`src/rtl/winograd_tile_ctrl_if.sv`:
```
`default_nettype none
// ============================================================================
//  Module      : winograd_tile_ctrl_if
//  Description : Tile fetch, datapath and output-tile bundle of the Winograd
//                F(2x2,3x3) tile sequencer. The master modport is the
//                sequencer side and the slave modport is the environment side.
//  Revision    : 1.0 - initial release
// ============================================================================
interface winograd_tile_ctrl_if #(
    parameter int ADDR_W = 8
);
    // tile fetch
    logic              rd_req;
    logic [ADDR_W-1:0] rd_row;
    logic [ADDR_W-1:0] rd_col;
    logic              rd_valid;
    logic [127:0]      rd_data;
    // datapath
    logic [127:0]      wg_data;
    logic [71:0]       wg_filter;
    logic              wg_in_valid;
    logic [63:0]       wg_ofmap;
    // output tile
    logic              out_valid;
    logic              out_ready;
    logic [63:0]       out_data;
    logic [ADDR_W-1:0] out_row;
    logic [ADDR_W-1:0] out_col;

    modport master (
        output rd_req, rd_row, rd_col,
        input  rd_valid, rd_data,
        output wg_data, wg_filter, wg_in_valid,
        input  wg_ofmap,
        output out_valid, out_data, out_row, out_col,
        input  out_ready
    );

    modport slave (
        input  rd_req, rd_row, rd_col,
        output rd_valid, rd_data,
        input  wg_data, wg_filter, wg_in_valid,
        output wg_ofmap,
        input  out_valid, out_data, out_row, out_col,
        output out_ready
    );
endinterface
`default_nettype wire

```
`src/rtl/winograd_tile_ctrl.sv`:
```
`default_nettype none
// ============================================================================
//  Module      : winograd_tile_ctrl
//  Description : Sequencer for the Winograd F(2x2,3x3) datapath. Walks the
//                input map in stride-2 raster order, fetches one 4x4 tile at
//                a time, issues it with the stored filter, waits the datapath
//                latency and hands the 2x2 result out on a valid/ready port.
//  Revision    : 1.0 - initial release
// ============================================================================
module winograd_tile_ctrl #(
    parameter int IMG_W    = 8,
    parameter int IMG_H    = 8,
    parameter int PIPE_LAT = 3,
    parameter int ADDR_W   = 8
) (
    input  wire logic        clk,
    input  wire logic        rstn,
    input  wire logic        start,
    input  wire logic        filter_ld,
    input  wire logic [71:0] filter_in,
    output logic             busy,
    output logic             done,
    winograd_tile_ctrl_if.master bus
);

    localparam int c_CNT_W = (PIPE_LAT < 1) ? 1 : $clog2(PIPE_LAT + 1);

    localparam logic [c_CNT_W-1:0] c_LAT      = c_CNT_W'(PIPE_LAT);
    localparam logic [c_CNT_W-1:0] c_CNT_ONE  = c_CNT_W'(1);
    localparam logic [ADDR_W-1:0]  c_LAST_ROW = ADDR_W'(IMG_H - 4);
    localparam logic [ADDR_W-1:0]  c_LAST_COL = ADDR_W'(IMG_W - 4);
    localparam logic [ADDR_W-1:0]  c_STEP     = ADDR_W'(2);

    localparam logic [2:0] c_IDLE  = 3'd0;
    localparam logic [2:0] c_FETCH = 3'd1;
    localparam logic [2:0] c_ISSUE = 3'd2;
    localparam logic [2:0] c_WAIT  = 3'd3;
    localparam logic [2:0] c_OUT   = 3'd4;
    localparam logic [2:0] c_DONE  = 3'd5;

    logic [2:0]         r_state;
    logic [ADDR_W-1:0]  r_row;
    logic [ADDR_W-1:0]  r_col;
    logic [c_CNT_W-1:0] r_cnt;
    logic [71:0]        r_filter;
    logic [127:0]       r_tile;
    logic               r_rd_req;
    logic               r_wg_in_valid;
    logic               r_out_valid;
    logic [63:0]        r_out_data;
    logic [ADDR_W-1:0]  r_out_row;
    logic [ADDR_W-1:0]  r_out_col;
    logic               r_busy;
    logic               r_done;

    logic               w_last;

    // the current origin is the final tile of the frame
    assign w_last = (r_row == c_LAST_ROW) && (r_col == c_LAST_COL);

    assign bus.rd_req      = r_rd_req;
    assign bus.rd_row      = r_row;
    assign bus.rd_col      = r_col;
    assign bus.wg_data     = r_tile;
    assign bus.wg_filter   = r_filter;
    assign bus.wg_in_valid = r_wg_in_valid;
    assign bus.out_valid   = r_out_valid;
    assign bus.out_data    = r_out_data;
    assign bus.out_row     = r_out_row;
    assign bus.out_col     = r_out_col;
    assign busy            = r_busy;
    assign done            = r_done;

    // tile sequencer: one tile in flight, every output registered
    always_ff @(posedge clk) begin
        if (!rstn) begin
            r_state       <= c_IDLE;
            r_row         <= '0;
            r_col         <= '0;
            r_cnt         <= '0;
            r_filter      <= '0;
            r_tile        <= '0;
            r_rd_req      <= 1'b0;
            r_wg_in_valid <= 1'b0;
            r_out_valid   <= 1'b0;
            r_out_data    <= '0;
            r_out_row     <= '0;
            r_out_col     <= '0;
            r_busy        <= 1'b0;
            r_done        <= 1'b0;
        end else begin
            // single-cycle strobes fall back unless a transition raises them
            r_wg_in_valid <= 1'b0;
            r_done        <= 1'b0;
            case (r_state)
                c_IDLE: begin
                    // filter load and start may coincide; the new filter wins
                    if (filter_ld) begin
                        r_filter <= filter_in;
                    end
                    if (start) begin
                        r_row    <= '0;
                        r_col    <= '0;
                        r_rd_req <= 1'b1;
                        r_busy   <= 1'b1;
                        r_state  <= c_FETCH;
                    end
                end
                c_FETCH: begin
                    if (bus.rd_valid) begin
                        r_tile        <= bus.rd_data;
                        r_rd_req      <= 1'b0;
                        r_wg_in_valid <= 1'b1;
                        r_state       <= c_ISSUE;
                    end
                end
                c_ISSUE: begin
                    // the first WAIT cycle is one cycle after the issue cycle
                    r_cnt   <= c_CNT_ONE;
                    r_state <= c_WAIT;
                end
                c_WAIT: begin
                    if (r_cnt == c_LAT) begin
                        r_out_data  <= bus.wg_ofmap;
                        r_out_row   <= r_row;
                        r_out_col   <= r_col;
                        r_out_valid <= 1'b1;
                        r_state     <= c_OUT;
                    end else begin
                        r_cnt <= r_cnt + c_CNT_ONE;
                    end
                end
                c_OUT: begin
                    if (bus.out_ready) begin
                        r_out_valid <= 1'b0;
                        if (w_last) begin
                            r_busy  <= 1'b0;
                            r_done  <= 1'b1;
                            r_state <= c_DONE;
                        end else begin
                            if (r_col == c_LAST_COL) begin
                                r_col <= '0;
                                r_row <= r_row + c_STEP;
                            end else begin
                                r_col <= r_col + c_STEP;
                            end
                            r_rd_req <= 1'b1;
                            r_state  <= c_FETCH;
                        end
                    end
                end
                c_DONE: begin
                    r_state <= c_IDLE;
                end
                default: begin
                    r_state <= c_IDLE;
                end
            endcase
        end
    end

endmodule
`default_nettype wire

```
`src/flat_wrapper.sv`:
```
// flat-port wrapper written by rule: the top's interface ports become plain ports
module winograd_tile_ctrl_flat 
#(
    parameter int IMG_W    = 8,
    parameter int IMG_H    = 8,
    parameter int PIPE_LAT = 3,
    parameter int ADDR_W   = 8
)
  (clk, rstn, start, filter_ld, filter_in, busy, done, bus_rd_req, bus_rd_row, bus_rd_col, bus_rd_valid, bus_rd_data, bus_wg_data, bus_wg_filter, bus_wg_in_valid, bus_wg_ofmap, bus_out_valid, bus_out_data, bus_out_row, bus_out_col, bus_out_ready);
  winograd_tile_ctrl_if #(.ADDR_W(ADDR_W)) bus_i ();
  input  wire logic clk;
  input  wire logic rstn;
  input  wire logic start;
  input  wire logic filter_ld;
  input  wire logic [71:0] filter_in;
  output logic busy;
  output logic done;
  output wire logic [$bits(bus_i.rd_req)-1:0] bus_rd_req;
  output wire logic [$bits(bus_i.rd_row)-1:0] bus_rd_row;
  output wire logic [$bits(bus_i.rd_col)-1:0] bus_rd_col;
  input wire logic [$bits(bus_i.rd_valid)-1:0] bus_rd_valid;
  input wire logic [$bits(bus_i.rd_data)-1:0] bus_rd_data;
  output wire logic [$bits(bus_i.wg_data)-1:0] bus_wg_data;
  output wire logic [$bits(bus_i.wg_filter)-1:0] bus_wg_filter;
  output wire logic [$bits(bus_i.wg_in_valid)-1:0] bus_wg_in_valid;
  input wire logic [$bits(bus_i.wg_ofmap)-1:0] bus_wg_ofmap;
  output wire logic [$bits(bus_i.out_valid)-1:0] bus_out_valid;
  output wire logic [$bits(bus_i.out_data)-1:0] bus_out_data;
  output wire logic [$bits(bus_i.out_row)-1:0] bus_out_row;
  output wire logic [$bits(bus_i.out_col)-1:0] bus_out_col;
  input wire logic [$bits(bus_i.out_ready)-1:0] bus_out_ready;
  assign bus_rd_req = bus_i.rd_req;
  assign bus_rd_row = bus_i.rd_row;
  assign bus_rd_col = bus_i.rd_col;
  assign bus_i.rd_valid = bus_rd_valid;
  assign bus_i.rd_data = bus_rd_data;
  assign bus_wg_data = bus_i.wg_data;
  assign bus_wg_filter = bus_i.wg_filter;
  assign bus_wg_in_valid = bus_i.wg_in_valid;
  assign bus_i.wg_ofmap = bus_wg_ofmap;
  assign bus_out_valid = bus_i.out_valid;
  assign bus_out_data = bus_i.out_data;
  assign bus_out_row = bus_i.out_row;
  assign bus_out_col = bus_i.out_col;
  assign bus_i.out_ready = bus_out_ready;
  winograd_tile_ctrl #(.IMG_W(IMG_W), .IMG_H(IMG_H), .PIPE_LAT(PIPE_LAT), .ADDR_W(ADDR_W)) u_core (.clk(clk), .rstn(rstn), .start(start), .filter_ld(filter_ld), .filter_in(filter_in), .busy(busy), .done(done), .bus(bus_i));
endmodule
```
`config.mk`:
```
export PLATFORM = sky130hd
export DESIGN_NAME = winograd_tile_ctrl_flat
export DESIGN_NICKNAME = d
export VERILOG_FILES = /design/src/rtl/winograd_tile_ctrl_if.sv /design/src/rtl/winograd_tile_ctrl.sv /design/src/flat_wrapper.sv
export SDC_FILE = /design/constraint.sdc
export NUM_CORES = 1
export LEC_CHECK = 0
export CAP_MARGIN = 20
export CORE_AREA = 2 2 221 223
export CTS_BUF_LIST = sky130_fd_sc_hd__clkbuf_16
export DETAILED_ROUTE_END_ITERATION = 6
export DIE_AREA = 0 0 223 225
export GPL_TIMING_DRIVEN = 0
export PLACE_DENSITY_LB_ADDON = 0.08
export SYNTH_ARGS = -nofsm -noshare
export SYNTH_HDL_FRONTEND = slang
export SYNTH_SLANG_ARGS = --single-unit
```
`constraint.sdc`:
```
create_clock -name clk -period 2.4 [get_ports clk]
set_input_delay 0.48 -clock clk [delete_from_list [all_inputs] [get_ports clk]]
set_output_delay 0.48 -clock clk [all_outputs]
set_load 0.03 [all_outputs]
```
# == Yosys cells after proc, flatten, opt, wreduce, memory -nomap -nowiden ==
# Cells that the tools add are included.
# word_totals
register_bits,306
in_bits,270
word_cells,80
# classes
n_addsub,3
n_eq_ne,15
mux,30
n_reduce_logical,18
# ops
cell,count
2-to-1 mux 8 bit,7
case mux 8 bit (2 select lines),2
"adder 8 x 2 -> 8 bit, second input constant",2
"equality test 8 x 3 -> 1 bit, second input constant",2
2-to-1 mux 3 bit,5
case mux 3 bit (5 select lines),1
AND reduction 4 bit,3
2-to-1 mux 1 bit,10
"!= test 2 bit, second input constant",5
AND reduction 2 bit,5
AND reduction 5 bit,2
"equality test 3 x 2 -> 1 bit, second input constant",2
"!= test 2 x 1 -> 1 bit, second input constant",3
AND reduction 3 bit,2
nonzero test 2 bit,3
case mux 1 bit (2 select lines),2
case mux 2 bit (2 select lines),1
"equality test 3 x 1 -> 1 bit, second input constant",1
"equality test 3 bit, second input constant",1
zero test 3 bit,1
case mux 1 bit (3 select lines),1
nonzero test 3 bit,1
"adder 2 x 1 -> 2 bit, second input constant",1
"equality test 2 bit, second input constant",1
2 further kinds,2

# == Depth between registers and ports, before layout ==
# logic_depth
word_depth,5
mapped_depth,7
depth_no_buf,5

# == Worst setup path before layout ==
# No wires, ideal clock.
# synth_timing
path_kind,register to register
from,"reg u_core.r_col[3], in the netlist u_core.bus.rd_col[3]"
to,"reg u_core.r_row[3], in the netlist u_core.bus.rd_row[3]"
setup_ps,74
arrival_time_ps,1780
t_required_ps,2326
setup_slack_ps,545
stages_incl_launch_ff,6
synth_period_minus_slack_ps,1855
cell_sequence,dfxtp_1 > buf_6 > nor4_4 > o211ai_2 > or4_1 > a31oi_1
# synth_via
elab_chain_len,4
word_cells_on_any_way,5
classes_between,3 x eq/ne; 2 x reduce/logical
# synth_rtl
element,line_no,text
start: declaration,winograd_tile_ctrl.sv:43,logic [ADDR_W-1:0] r_col;
start signal: assignment,winograd_tile_ctrl.sv:145,r_col <= r_col + c_STEP;
equality test 8 x 3 -> 1 bit *,"winograd_tile_ctrl.sv:59, winograd_tile_ctrl.sv:141",
logical AND 1 bit,winograd_tile_ctrl.sv:59,assign w_last = (r_row == c_LAST_ROW) && (r_col == c_LAST_COL);
!= test 2 bit (no source line),n/a,
AND reduction 5 bit (no source line) *,n/a,
end signal: assignment,winograd_tile_ctrl.sv:143,r_row <= r_row + c_STEP;
end: declaration,winograd_tile_ctrl.sv:42,logic [ADDR_W-1:0] r_row;
# Mark *: on every way between the ends. The rest lies on a longest branch, timed or not.
# A chain may end at the register's enable or synchronous reset.

# == Worst setup path after layout ==
# layout_timing
from,"reg u_core.r_row[1], in the netlist u_core.bus.rd_row[1]"
to,out bus_rd_row[1]
# layout_lines
element,line_no,text
end: declaration,flat_wrapper.sv:19,output wire logic [$bits(bus_i.rd_row)-1:0] bus_rd_row;
# No word-level cell between the ends.

==> metrics.md <==
| Metric | Value |
|---|---|
| Die Area | 50200 sq um |
| Top cell type's share of synthesized area | 55.9% |
| CTS clock-pin slew for the worst setup and hold paths | 0.05 ns |
| Capturing element of the worst setup path | bus_rd_row[1] |
| Count of yosys warnings during synthesis | 0 |
| Minimum period implied by the final worst setup slack | 2.35 ns |
| Number of setup buffers added after CTS | 0 |
| Post-route clock skew | 0.0158 ns |
| Worst r2r path cells | 6 |
| Netlist area before placement | 10800 sq um |
| Startpoint of the worst setup timing path | u_core.bus.rd_row[1] |
| Post-Synthesis Cells | 1372 |
| Status | complete, no violations |
| Total wire length | 47.0 mm |
| Unrepaired setup endpoints after global routing | no |
| Gate family responsible for the most delay along the worst path | buffers and inverters |
| Data required, critical path | 1.92 ns |
| ANT cells | 0 |
| Number of fillers in the final layout | 4961 |
| DRC marker count from the first detailed-route iteration | 431 |
| Highest clock frequency the design can meet | 426 MHz |
| Top cells by area in the synthesized netlist | dfxtp_1 56%, nand2_1 20%, a21oi_1 13% |
| Net total in the final layout | 2253 |
| Highest cell delay on the worst timing path | 0.81 ns |
| Starting density of the core | 22.7% |
| Vias in the first global route | 11011 |
| Commonest cells after routing, fill and taps aside | 571 x nand2_1, 562 x clkdlybuf4s50_1, 302 x dfxtp_1 |
| Clock buffers created by TritonCTS | 39 |
| Area of all placed cells without fillers | 18500 sq um |
| DP Area | 17300 sq um |
| Layout overhead on the synthesized area | 71.1% |
| Worst reg-to-reg setup slack | 0.23 ns |
| Most used DFF post-synth | dfxtp_1 |
| Cell leakage power | 6.40 nW |
| Half-perimeter wire length after placement | 35.9 mm |
| Clock latency on the worst-skew pair | 0.55 ns |
| Number of placed instances with taps included | 2556 |
| DR pass1 iterations | 5 |
| Sink Count | 302 |
| Weighted congestion at the end of routability-driven global placement | 0.761 |
| Leading area contributor after synthesis | dfxtp_1 |
| R2R Path Start | u_core.r_state[2] |
| Overall Global Routing Usage | 17.8% |
| Slowest stage cell on the critical path | clkdlybuf4s50_1 |
| Routed vias | 11275 |
| Cell variety after synth | 50 |
| Crit path max fanout | 8 |
| Wire length per cell after detailed routing | 17.9 microns |
| Row Count | 80 |
| CTS tree | done |
| Remaining global-route overflow | 0 |
| Post-route DRC violation count | 0 |
| Antenna violations before repair | 1 |
| Number of flops mapped to enable cells by yosys | 0 |
| Worst path depth | 1 |
| Pin count of the biggest net entering global routing | 16 |
| Average via count per standard cell | 4.30 |
| Maximum Capacitance Violations | 0 |
| Share of cells above drive strength 1 | 4.73% |
| RR Endpoint | u_core.bus.wg_data[46] |
| Fraction of the yosys area taken by sequential cells | 55.9% |
| Average instance area after synthesis | 7.88 sq um |
| Final antenna-violating net count | 0 |
| H-tree lvl count | 2 |
| CP startpoint kind | register |
| # port buffers | 566 |
| First-pass GRT wire length | 67.8 mm |
| Class of the tightest hold or removal check | reg -> reg |
| Final cell count without fillers | 2623 |
| P per Cell Area | 753 nW/um^2 |
| Number of buffer and inverter instances along the worst setup path | 1 |
| Core ar. | 47500 sq um |
| Root Buffer | clkbuf_16 |
| Capturing element type of the critical path | output port |
| Worst relative slew slack | 43.6% |
| Largest voltage drop on the vdd net | 0.000600 V |
| Async set-or-reset flop fraction in the synthesized netlist | 0% |
| Die outline width | 223 microns |
| Number of max-slew violations in the final report | 0 |
| Boundary pin count | 571 |
| Number of buffers between clock root and the deepest sink | 3 |
| Number of endpoints with negative hold slack in the final report | 0 |
| Data arrival time at the worst-slack endpoint | 1.87 ns |
| Die span in y | 225 microns |
| Post-route fraction of the period consumed by the critical path | 97.9% |
| Category of the critical setup timing path | reg -> out |
| Transition time of the tightest slew-check pin | 0.846 ns |
| Flip-flop and latch count after synthesis | 302 |
| Cells traversed along the worst timing path | clkdlybuf4s50_1 |
| Leading cell type in the layout, fill and taps excluded | nand2_1 |
| Final count of negative-setup-slack endpoints | 0 |
[sequential cells by signal, summed over array words and instances (netlist names)]
name,flops
u_core.done,1
u_core.bus.wg_in_valid,1
u_core.bus.rd_req,1
u_core.bus.rd_col,7
u_core.bus.wg_filter,72
u_core.bus.rd_row,7
u_core.bus.out_row,7
u_core.bus.out_data,64
u_core.bus.wg_data,128
u_core.bus.out_col,7
u_core.r_state,3
u_core.bus.out_valid,1
u_core.r_cnt,2
u_core.busy,1
[Yosys cell counts, types with 2 or more instances]
master / number
nor4_1: 4
inv_1: 6
a211oi_1: 2
nor2_1: 7
nand2_1: 571
o22ai_1: 3
nor3b_1: 3
or4_1: 4
ha_1: 3
nor3_1: 6
and3_1: 4
nand4_1: 2
nand3_1: 10
a21oi_1: 290
clkbuf_1: 84
o21ai_0: 4
xnor2_1: 3
or3_1: 3
o221ai_1: 2
dfxtp_1: 302
a31oi_1: 2
buf_4: 4
mux2i_1: 3
o21a_1: 2
o211ai_1: 3
o221a_2: 2
buf_2: 14
nand2b_1: 3
nand3b_1: 5
[layout make-up]
type | count | area [sq um] | share of cell area (%)
Timing Repair Buffer | 566 | 5670 | 30.6
Clock inverter | 28 | 205 | 1.11
Multi-Input combinational cell | 962 | 4330 | 23.4
Clock buffer | 41 | 1030 | 5.55
Inverter | 7 | 26.3 | 0.142
Sequential cell | 302 | 6050 | 32.7
Tap cell | 615 | 769 | 4.16
Buffer | 102 | 430 | 2.33
[timing repair]
item                                    in CTS  in global routing
resized for setup                            5                 10
pin swaps                                    0                  0
hold buffers                                 0                  0
endpoints found under the setup margin     191                 27
[kinds of logic after synthesis]
logic type,count (synthesis),synth area share (%)
xor+xnor,3,0.243
fa+ha+maj,3,0.347
buf+inv,111,4.22
simple gates,631,23.5
mux,4,0.382
other cells,1,0.0347
compound gates,317,15.4
flops,302,55.9
[worst min-delay path by stage]
stage,startpoint,end,cells after the start
after floorplan,u_core.r_cnt[1],u_core.r_cnt[1],2
after global placement,u_core.bus.wg_data[89],u_core.bus.wg_data[89],2
final,u_core.bus.out_data[32],u_core.bus.out_data[32],2
after global routing,filter_in[31],u_core.bus.wg_filter[31],3
after detailed placement,u_core.bus.wg_data[76],u_core.bus.wg_data[76],2
after CTS,filter_in[71],u_core.bus.wg_filter[71],3
[layer usage]
| layer | global-route usage (%) | vias to the layer above | part of all wire [%] |
|---|---|---|---|
| met1 | 20.2 | 5168 | 40 |
| li1 | - | 5700 | - |
| met4 | 5.52 | 0 | 2.2 |
| met2 | 31.0 | 343 | 49 |
| met3 | 6.74 | 64 | 8.6 |
| met5 | 0 | - | 0 |
[power by group]
part,switching [mW],internal (mW)
Sequential,0.156,5.32
Combinational,1.59,1.17
Clock,2.30,3.40
Total,4.05,9.88
[stage by stage]
stage                     TNS (ns)  power [mW]  utilization [%]  hold slack, ns  setup WS, ns
after CTS                        0        14.2             38.9           0.431       0.00164
after detailed placement    -63.58        8.38             36.3           0.446        -0.445
final                            0        13.9             38.9           0.451        0.0510
after global routing             0        14.6             38.9           0.457       0.00370
after global placement      -55.18        8.37             36.3           0.441        -0.420
after floorplan                  0        6.96                -           0.449         0.545
(Power assumes the default switching activity.)
